--- src/rtl/procyon_lsu_arb.sv ---
// LSU issue arbiter: picks one of SQ / LQ replay / RS per cycle with fixed
// priority plus starvation escape, and registers the winner for LSU_EX.
module procyon_lsu_arb #(
  parameter int unsigned OPTN_DATA_WIDTH    = 32,
  parameter int unsigned OPTN_ADDR_WIDTH    = 32,
  parameter int unsigned OPTN_ROB_IDX_WIDTH = 5,
  parameter int unsigned OPTN_LQ_DEPTH      = 8,
  parameter int unsigned OPTN_SQ_DEPTH      = 8,
  parameter int unsigned OPTN_STARVE_LIMIT  = 4,
  parameter int unsigned PCYN_OP_WIDTH      = 5
) (
  input  logic                          clk,
  input  logic                          rst,
  input  logic                          i_flush,
  input  logic                          i_ex_stall,

  input  logic                          i_rs_valid,
  input  logic [PCYN_OP_WIDTH-1:0]      i_rs_op,
  input  logic [OPTN_ROB_IDX_WIDTH-1:0] i_rs_tag,
  input  logic [OPTN_ADDR_WIDTH-1:0]    i_rs_addr,
  input  logic [OPTN_DATA_WIDTH-1:0]    i_rs_data,
  output logic                          o_rs_ack,

  input  logic                          i_replay_valid,
  input  logic [OPTN_LQ_DEPTH-1:0]      i_replay_select,
  input  logic [PCYN_OP_WIDTH-1:0]      i_replay_op,
  input  logic [OPTN_ROB_IDX_WIDTH-1:0] i_replay_tag,
  input  logic [OPTN_ADDR_WIDTH-1:0]    i_replay_addr,
  output logic                          o_replay_ack,

  input  logic                          i_sq_valid,
  input  logic [OPTN_SQ_DEPTH-1:0]      i_sq_select,
  input  logic [PCYN_OP_WIDTH-1:0]      i_sq_op,
  input  logic [OPTN_ADDR_WIDTH-1:0]    i_sq_addr,
  input  logic [OPTN_DATA_WIDTH-1:0]    i_sq_data,
  output logic                          o_sq_ack,

  output logic                          o_ex_valid,
  output logic [1:0]                    o_ex_src,
  output logic [PCYN_OP_WIDTH-1:0]      o_ex_op,
  output logic [OPTN_ROB_IDX_WIDTH-1:0] o_ex_tag,
  output logic [OPTN_ADDR_WIDTH-1:0]    o_ex_addr,
  output logic [OPTN_DATA_WIDTH-1:0]    o_ex_data,
  output logic [OPTN_LQ_DEPTH-1:0]      o_ex_lq_select,
  output logic [OPTN_SQ_DEPTH-1:0]      o_ex_sq_select
);

  localparam int unsigned CNT_W = $clog2(OPTN_STARVE_LIMIT + 1);
  localparam logic [CNT_W-1:0] CNT_MAX = CNT_W'(OPTN_STARVE_LIMIT);

  typedef enum logic [1:0] {
    SRC_RS = 2'b00,
    SRC_RP = 2'b01,
    SRC_SQ = 2'b10
  } src_e;

  logic [CNT_W-1:0] rs_cnt, rs_cnt_next;
  logic [CNT_W-1:0] rp_cnt, rp_cnt_next;

  logic rs_req, rp_req;
  logic rs_starved, rp_starved;
  logic grant_rs, grant_rp, grant_sq, any_grant;

  src_e                          win_src;
  logic [PCYN_OP_WIDTH-1:0]      win_op;
  logic [OPTN_ROB_IDX_WIDTH-1:0] win_tag;
  logic [OPTN_ADDR_WIDTH-1:0]    win_addr;
  logic [OPTN_DATA_WIDTH-1:0]    win_data;
  logic [OPTN_LQ_DEPTH-1:0]      win_lq_sel;
  logic [OPTN_SQ_DEPTH-1:0]      win_sq_sel;

  src_e ex_src;

  // Speculative requesters are masked during flush; stores are not.
  assign rs_req     = i_rs_valid & ~i_flush;
  assign rp_req     = i_replay_valid & ~i_flush;
  assign rs_starved = (rs_cnt == CNT_MAX);
  assign rp_starved = (rp_cnt == CNT_MAX);

  always_comb begin
    grant_rs = 1'b0;
    grant_rp = 1'b0;
    grant_sq = 1'b0;
    if (!rst && !i_ex_stall) begin
      if (rs_req && rs_starved)      grant_rs = 1'b1;
      else if (rp_req && rp_starved) grant_rp = 1'b1;
      else if (i_sq_valid)           grant_sq = 1'b1;
      else if (rp_req)               grant_rp = 1'b1;
      else if (rs_req)               grant_rs = 1'b1;
    end
  end

  assign any_grant    = grant_rs | grant_rp | grant_sq;
  assign o_rs_ack     = grant_rs;
  assign o_replay_ack = grant_rp;
  assign o_sq_ack     = grant_sq;

  // Clear has precedence; a stalled cycle neither clears nor counts a loss.
  always_comb begin
    rs_cnt_next = rs_cnt;
    if (i_flush || !i_rs_valid || grant_rs)
      rs_cnt_next = '0;
    else if (!i_ex_stall && !rs_starved)
      rs_cnt_next = rs_cnt + CNT_W'(1);

    rp_cnt_next = rp_cnt;
    if (i_flush || !i_replay_valid || grant_rp)
      rp_cnt_next = '0;
    else if (!i_ex_stall && !rp_starved)
      rp_cnt_next = rp_cnt + CNT_W'(1);
  end

  always_ff @(posedge clk) begin
    if (rst) begin
      rs_cnt <= '0;
      rp_cnt <= '0;
    end else begin
      rs_cnt <= rs_cnt_next;
      rp_cnt <= rp_cnt_next;
    end
  end

  always_comb begin
    win_src    = SRC_RS;
    win_op     = i_rs_op;
    win_tag    = i_rs_tag;
    win_addr   = i_rs_addr;
    win_data   = i_rs_data;
    win_lq_sel = '0;
    win_sq_sel = '0;
    if (grant_sq) begin
      win_src    = SRC_SQ;
      win_op     = i_sq_op;
      win_tag    = '0;
      win_addr   = i_sq_addr;
      win_data   = i_sq_data;
      win_sq_sel = i_sq_select;
    end else if (grant_rp) begin
      win_src    = SRC_RP;
      win_op     = i_replay_op;
      win_tag    = i_replay_tag;
      win_addr   = i_replay_addr;
      win_data   = '0;
      win_lq_sel = i_replay_select;
    end
  end

  always_ff @(posedge clk) begin
    if (rst) begin
      o_ex_valid     <= 1'b0;
      ex_src         <= SRC_RS;
      o_ex_op        <= '0;
      o_ex_tag       <= '0;
      o_ex_addr      <= '0;
      o_ex_data      <= '0;
      o_ex_lq_select <= '0;
      o_ex_sq_select <= '0;
    end else if (!i_ex_stall) begin
      o_ex_valid <= any_grant;
      if (any_grant) begin
        ex_src         <= win_src;
        o_ex_op        <= win_op;
        o_ex_tag       <= win_tag;
        o_ex_addr      <= win_addr;
        o_ex_data      <= win_data;
        o_ex_lq_select <= win_lq_sel;
        o_ex_sq_select <= win_sq_sel;
      end
    end else if (i_flush) begin
      // A held op survives a stalled flush only if it is a retiring store.
      o_ex_valid <= o_ex_valid & (ex_src == SRC_SQ);
    end
  end

  assign o_ex_src = ex_src;

endmodule

--- config.mk ---
export PLATFORM = sky130hd
export DESIGN_NAME = procyon_lsu_arb
export DESIGN_NICKNAME = d
export VERILOG_FILES = /design/src/rtl/procyon_lsu_arb.sv
export SDC_FILE = /design/constraint.sdc
export NUM_CORES = 1
export LEC_CHECK = 0
export ABC_AREA = 1
export ABC_CLOCK_PERIOD_IN_PS = 1750
export CORE_AREA = 2 2 118 120
export DETAILED_ROUTE_END_ITERATION = 7
export DIE_AREA = 0 0 120 122
export DONT_BUFFER_PORTS = 1
export HOLD_SLACK_MARGIN = 0.12
export PLACE_DENSITY = 0.59
export SYNTH_ARGS = -nofsm -noshare
export SYNTH_HDL_FRONTEND = slang
export SYNTH_SLANG_ARGS = --single-unit
--- constraint.sdc ---
create_clock -name clk -period 1.75 [get_ports clk]
set_clock_uncertainty 0.05 [all_clocks]
set_input_delay 0.2625 -clock clk [delete_from_list [all_inputs] [get_ports clk]]
set_output_delay 0.2625 -clock clk [all_outputs]
set_load 0.01 [all_outputs]
======== Word level (Yosys, flattened, before mapping) ========
Index checks and enable logic that the tools add are counted.
cells by class
  add/subtract/negate cells ............... 2
  reduce and logical (&&, ||, !) cells .... 18
  equal/unequal tests ..................... 4
  multiplexer cells ....................... 30
  bitwise logic cells ..................... 7
operators with widths
  operator                                     number
  2-to-1 mux 32 bit                            4
  2-to-1 mux 8 bit                             3
  2-to-1 mux 5 bit                             4
  2-to-1 mux 1 bit                             18
  adder 3 x 1 -> 3 bit, second input constant  2
  == test 3 bit, second input constant         2
  logical NOT 1 bit                            6
  logical AND 1 bit                            5
  logical OR 1 bit                             4
  OR reduction 2 bit                           2
  AND 1 bit                                    3
  == test 2 bit, second input constant         1
  2-to-1 mux 2 bit                             1
  != test 2 bit, second input constant         1
  inverter 1 bit                               2
  bitwise OR 1 bit                             2
  AND reduction 2 bit                          1
storage, ports and cells
  bits in registers ....................... 99
  input port bits ......................... 208
  output and inout bits ................... 96

======== Depth between registers and ports, before layout ========
  depth after elaboration ................. 11
  mapped depth ............................ 13
  mapped depth without buffers ............ 11

======== Worst setup path before layout ========
No wires, ideal clock.
  path kind ............................... register to register
  start point ............................. reg rs_cnt[0]
  end point ............................... reg o_ex_addr[10]
  data required time ...................... 1.589 ns
  stages on the path, launching flop included .. 12
  arrival ................................. 1.521 ns
  path slack .............................. 0.068 ns
  buffers on the path ..................... 2
  clock period less this slack ............ 1.682 ns
  library setup time ...................... 0.111 ns
  path through ............................ dfxtp_1 inv_1 ha_1 nand2_1 inv_1 nor2_1 nor3_2 nor2_4 buf_2 buf_4 nor2_1 nor2_1
on the way
  cells in the longest elaborated chain, start to end .. 7
RTL lines
  element                        line  RTL
  start, declared                57    logic [CNT_W-1:0] rs_cnt, rs_cnt_next;
  start signal, assigned         118   rs_cnt <= rs_cnt_next;
  == test 3 bit                  77    assign rs_starved = (rs_cnt == CNT_MAX);
  logical AND 1 bit              85    if (rs_req && rs_starved) grant_rs = 1'b1;
  2-to-1 mux 1 bit               85
  2-to-1 mux 1 bit               84    if (!rst && !i_ex_stall) begin
  named net o_rs_ack             22    output logic o_rs_ack,
  bitwise OR 1 bit (2 in a row)  93    assign any_grant = grant_rs | grant_rp | grant_sq;
  AND reduction 2 bit (no line)  n/a
  end signal, assigned           164   o_ex_addr <= win_addr;
  end, declared                  42    output logic [OPTN_ADDR_WIDTH-1:0] o_ex_addr,
The timed path passes the listed nets, and every way through them passes these cells.
A chain may end at the register's enable or synchronous reset.

======== Final worst setup path ========
  start point ............................. reg rs_cnt[0]
  end point ............................... reg o_ex_data[14]
on the way
  cells in the longest elaborated chain, start to end .. 7
RTL lines
  element                        line  RTL
  == test 3 bit *                77
  logical AND 1 bit *            85
  2-to-1 mux 1 bit               85
  2-to-1 mux 1 bit               84
  bitwise OR 1 bit (2 in a row)  93
  AND reduction 2 bit (no line)  n/a
  end signal, assigned           165   o_ex_data <= win_data;
  end, declared                  43    output logic [OPTN_DATA_WIDTH-1:0] o_ex_data,
Every way passes the cells marked *; elsewhere a longest branch is shown, timed or not.

==> impl_results.md <==
- Vias: between 6000 and 7000
- Crit-path cells: inv_2, ha_4, nand2_4, nor2_4, nor2_4, nand2_4, buf_6, nand2_4, nor2_4, buf_6, clkbuf_16, clkbuf_16, nor2_2, nor2_1
- Vias/cell: about 5
- Chip Width: 120 um
- Sw Pwr: 0.00171 W
- CTS tree: done
- Int Pwr: 0.00430 W
- Nets: 1297
- Mapped Area: approximately 5700 um^2
- CP top delay family: buffers and inverters
- Pwr Total: 0.00601 W
- Failing checks: negative setup slack
- Gp weighted congestion: 0.792
- Net Count, Synth: 1192
- Synthesized flop and latch total: 99
- Gr usage total: 24.1%
- GRT overflow: 0
- PnR worst setup slack: -141 ps
- Commonest non-fill, non-tap cell in the layout: nand2_1
- Sink Count: 99
- Req. time, crit path: 1950 ps
- Max_cap viols: 0
- Avg Synthesized Cell Area: 5.78 um^2
- Endpoint class of the critical path: register
- Worst Path Max Fanout: 9
- DPL Wire Length: 11800 um
- Die height: 122 um
- Fmax: around 530 MHz
- # setup viols final: between 90 and 100
- Critical Path AT: 2090 ps
- Power per cell area: 715 nW/um^2
- IO Count: 304
- Port Buffers: 0
- Post-synthesis cell count: 980
- Commonest non-fill, non-tap cells in the layout: nand2_1 (282), nand3_1 (148), inv_1 (117), nor2_1 (113), dfxtp_1 (95)
- Slew HR: 33.3%
- DRC: 0
- Cell variety after synth: 19
- Sw Ratio: 28.5%
- Actual slew at the worst max-slew pin: about 1000 ps
- ANT cells: 0
- Fraction of layout cells with a size suffix above 1: a little over a fifth
- Core Area: 13500 um^2
- Clk_lat worst skew: 350 ps
- Post-synthesis sequential area ratio: 35.0%
- Final Hold Fails: 0
- Global-route wire length before repair: about 28000 um
- Startpoint types: register
- Sequential Power Share: 42.7%
- Clk slew on worst S/H paths: 70 ps
- Initial core utilization: about two fifths
- Antenna Nets Post-Route: 0
- Period minus WS final: 1890 ps
- Max-slew violations: 0
- Rows: 43
- Area Overhead vs Synth: 48.4%
- Die area: roughly 15000 um^2
- DR iter-0 viols: 461
- Worst Path Buf+Inv: 5
- Crit share post-route: 108%
- Clock H-tree levels: 3
- Outcome: complete, but fails checks
- Routed WL: 20300 um
- Vias in the first global route: ~5600
- Critical Setup Path Class: register to register
- Max VDD drop: approximately 520 uV
- Root Buffer: clkbuf_16
- First-pass iteration count of the detailed router: 5
- Power share of the combinational group: 21.4%
- CP max stage cell: dfxtp_2
- Drt wl/cell: 16.0 um
- Max stage delay on crit path: between 300 and 400 ps
- Antenna violations before repair: 0
- Num CTS Buffers: 9
- Leakage: 4.09 nW
- Clock network fraction of design power: 36.0%
- Clock Path Buffers: 2
- Largest net degree at the start of global routing: 42
- TNS Setup: -7470 ps
- Hold Path Class: input pin to register
- Yosys warns: 0
- RSZ-0062 raised after global routing: yes
## metal layers
metal	global-route usage (%)	part of all wire, %
met1	26.6	38
met2	42.6	50
met3	7.63	9.6
met4	10.1	2.6
met5	0	0
## cell type report
cell class              count  area [um^2]
fillers                  1190         5100
multi-input cells         691         3390
repair buffers            159         2000
flip-flops and latches     99         1990
inverters                 125          482
clock buffers              11          243
well taps                 180          225
clock inverters             4         75.1
## logic make-up after synthesis
logic type / share of synthesized area, %
AO/OA/AOI/OAI: 2.21
XOR/XNOR: 0.309
adder cells (fa/ha/maj): 0.884
buffers and inverters: 14.0
flip-flops: 35.0
AND/OR/NAND/NOR: 47.6
## metrics by stage
| stage | cells | setup slack, ps | instance area [um^2] | utilization [%] | hold slack [ps] |
|---|---|---|---|---|---|
| after floorplan | 980 | 67.9 | 5660 | - | 362 |
| after global placement | 1144 | -138 | 6140 | 45.4 | 284 |
| after detailed placement | 1144 | -212 | 6140 | 45.4 | 286 |
| after CTS | 1253 | -104 | 7580 | 56.2 | 120 |
| after global routing | 1269 | -263 | 8400 | 62.2 | 128 |
| final | 1269 | -141 | 8400 | 62.2 | 107 |
## path summary, 6_finish.rpt
kind,to,slack (ps),from,depth (start not counted)
worst max-delay path,o_ex_data[14],-140,rs_cnt[0],14
worst min-delay path,o_ex_data[19],110,i_rs_data[19],4
worst max register to register,o_ex_data[14],-140,rs_cnt[0],14
worst min register to register,o_ex_sq_select[2],460,o_ex_sq_select[2],2
## worst register-to-register path: stages, from the launching register on
cell and delay (ps):
dfxtp_2 330, inv_2 50, ha_4 150, nand2_4 60
nor2_4 40, nor2_4 140, nand2_4 70, buf_6 130
nand2_4 60, nor2_4 40, buf_6 130, clkbuf_16 170
clkbuf_16 170, nor2_2 120, nor2_1 60
## cells in the mapped netlist
library cell	count	share of area, %
nand2_1	347	23
nor2_1	156	10
nand3_1	149	13
inv_1	123	8.2
dfxtp_1	99	35
buf_2	42	3.7
a21oi_1	24	2.1
clkbuf_1	15	0.99
buf_4	7	0.93
ha_1	4	0.88
nand2_2	3	0.33
inv_2	2	0.13
nor2_4	2	0.40
xor2_1	2	0.31
buf_1	1	0.066
nand4_1	1	0.11
nor2_2	1	0.11
nor3_2	1	0.18
o21ai_0	1	0.088
## what timing repair did
| item | 4_1_cts | 5_1_grt |
|---|---|---|
| endpoints found under the setup margin | 99 | 99 |
| hold buffers | 79 | 0 |
| endpoints found under the hold margin | 72 | 0 |
| cloned | 5 | 13 |
| pin swaps | 10 | 57 |
| setup buffers | 11 | 4 |
| gates resized for setup | 45 | 151 |
## sequential cells by signal, indices dropped and copies added (netlist names)
register        count
o_ex_sq_select      8
o_ex_lq_select      8
o_ex_addr          32
o_ex_src            2
rp_cnt              3
o_ex_data          32
o_ex_op             5
o_ex_tag            5
rs_cnt              3
o_ex_valid          1
## power by group through the flow
| stage | Sequential [W] | Combinational (W) | Clock, W |
|---|---|---|---|
| 2_1_floorplan | 0.00257 | 0.000598 | 0 |
| 3_3_place_gp | 0.00261 | 0.000773 | 0 |
| 3_5_place_dp | 0.00261 | 0.000781 | 0 |
| 4_1_cts | 0.00256 | 0.00101 | 0.00221 |
| 5_1_grt | 0.00257 | 0.00142 | 0.00230 |
| 6_report | 0.00256 | 0.00129 | 0.00216 |
(Power assumes the default switching activity.)
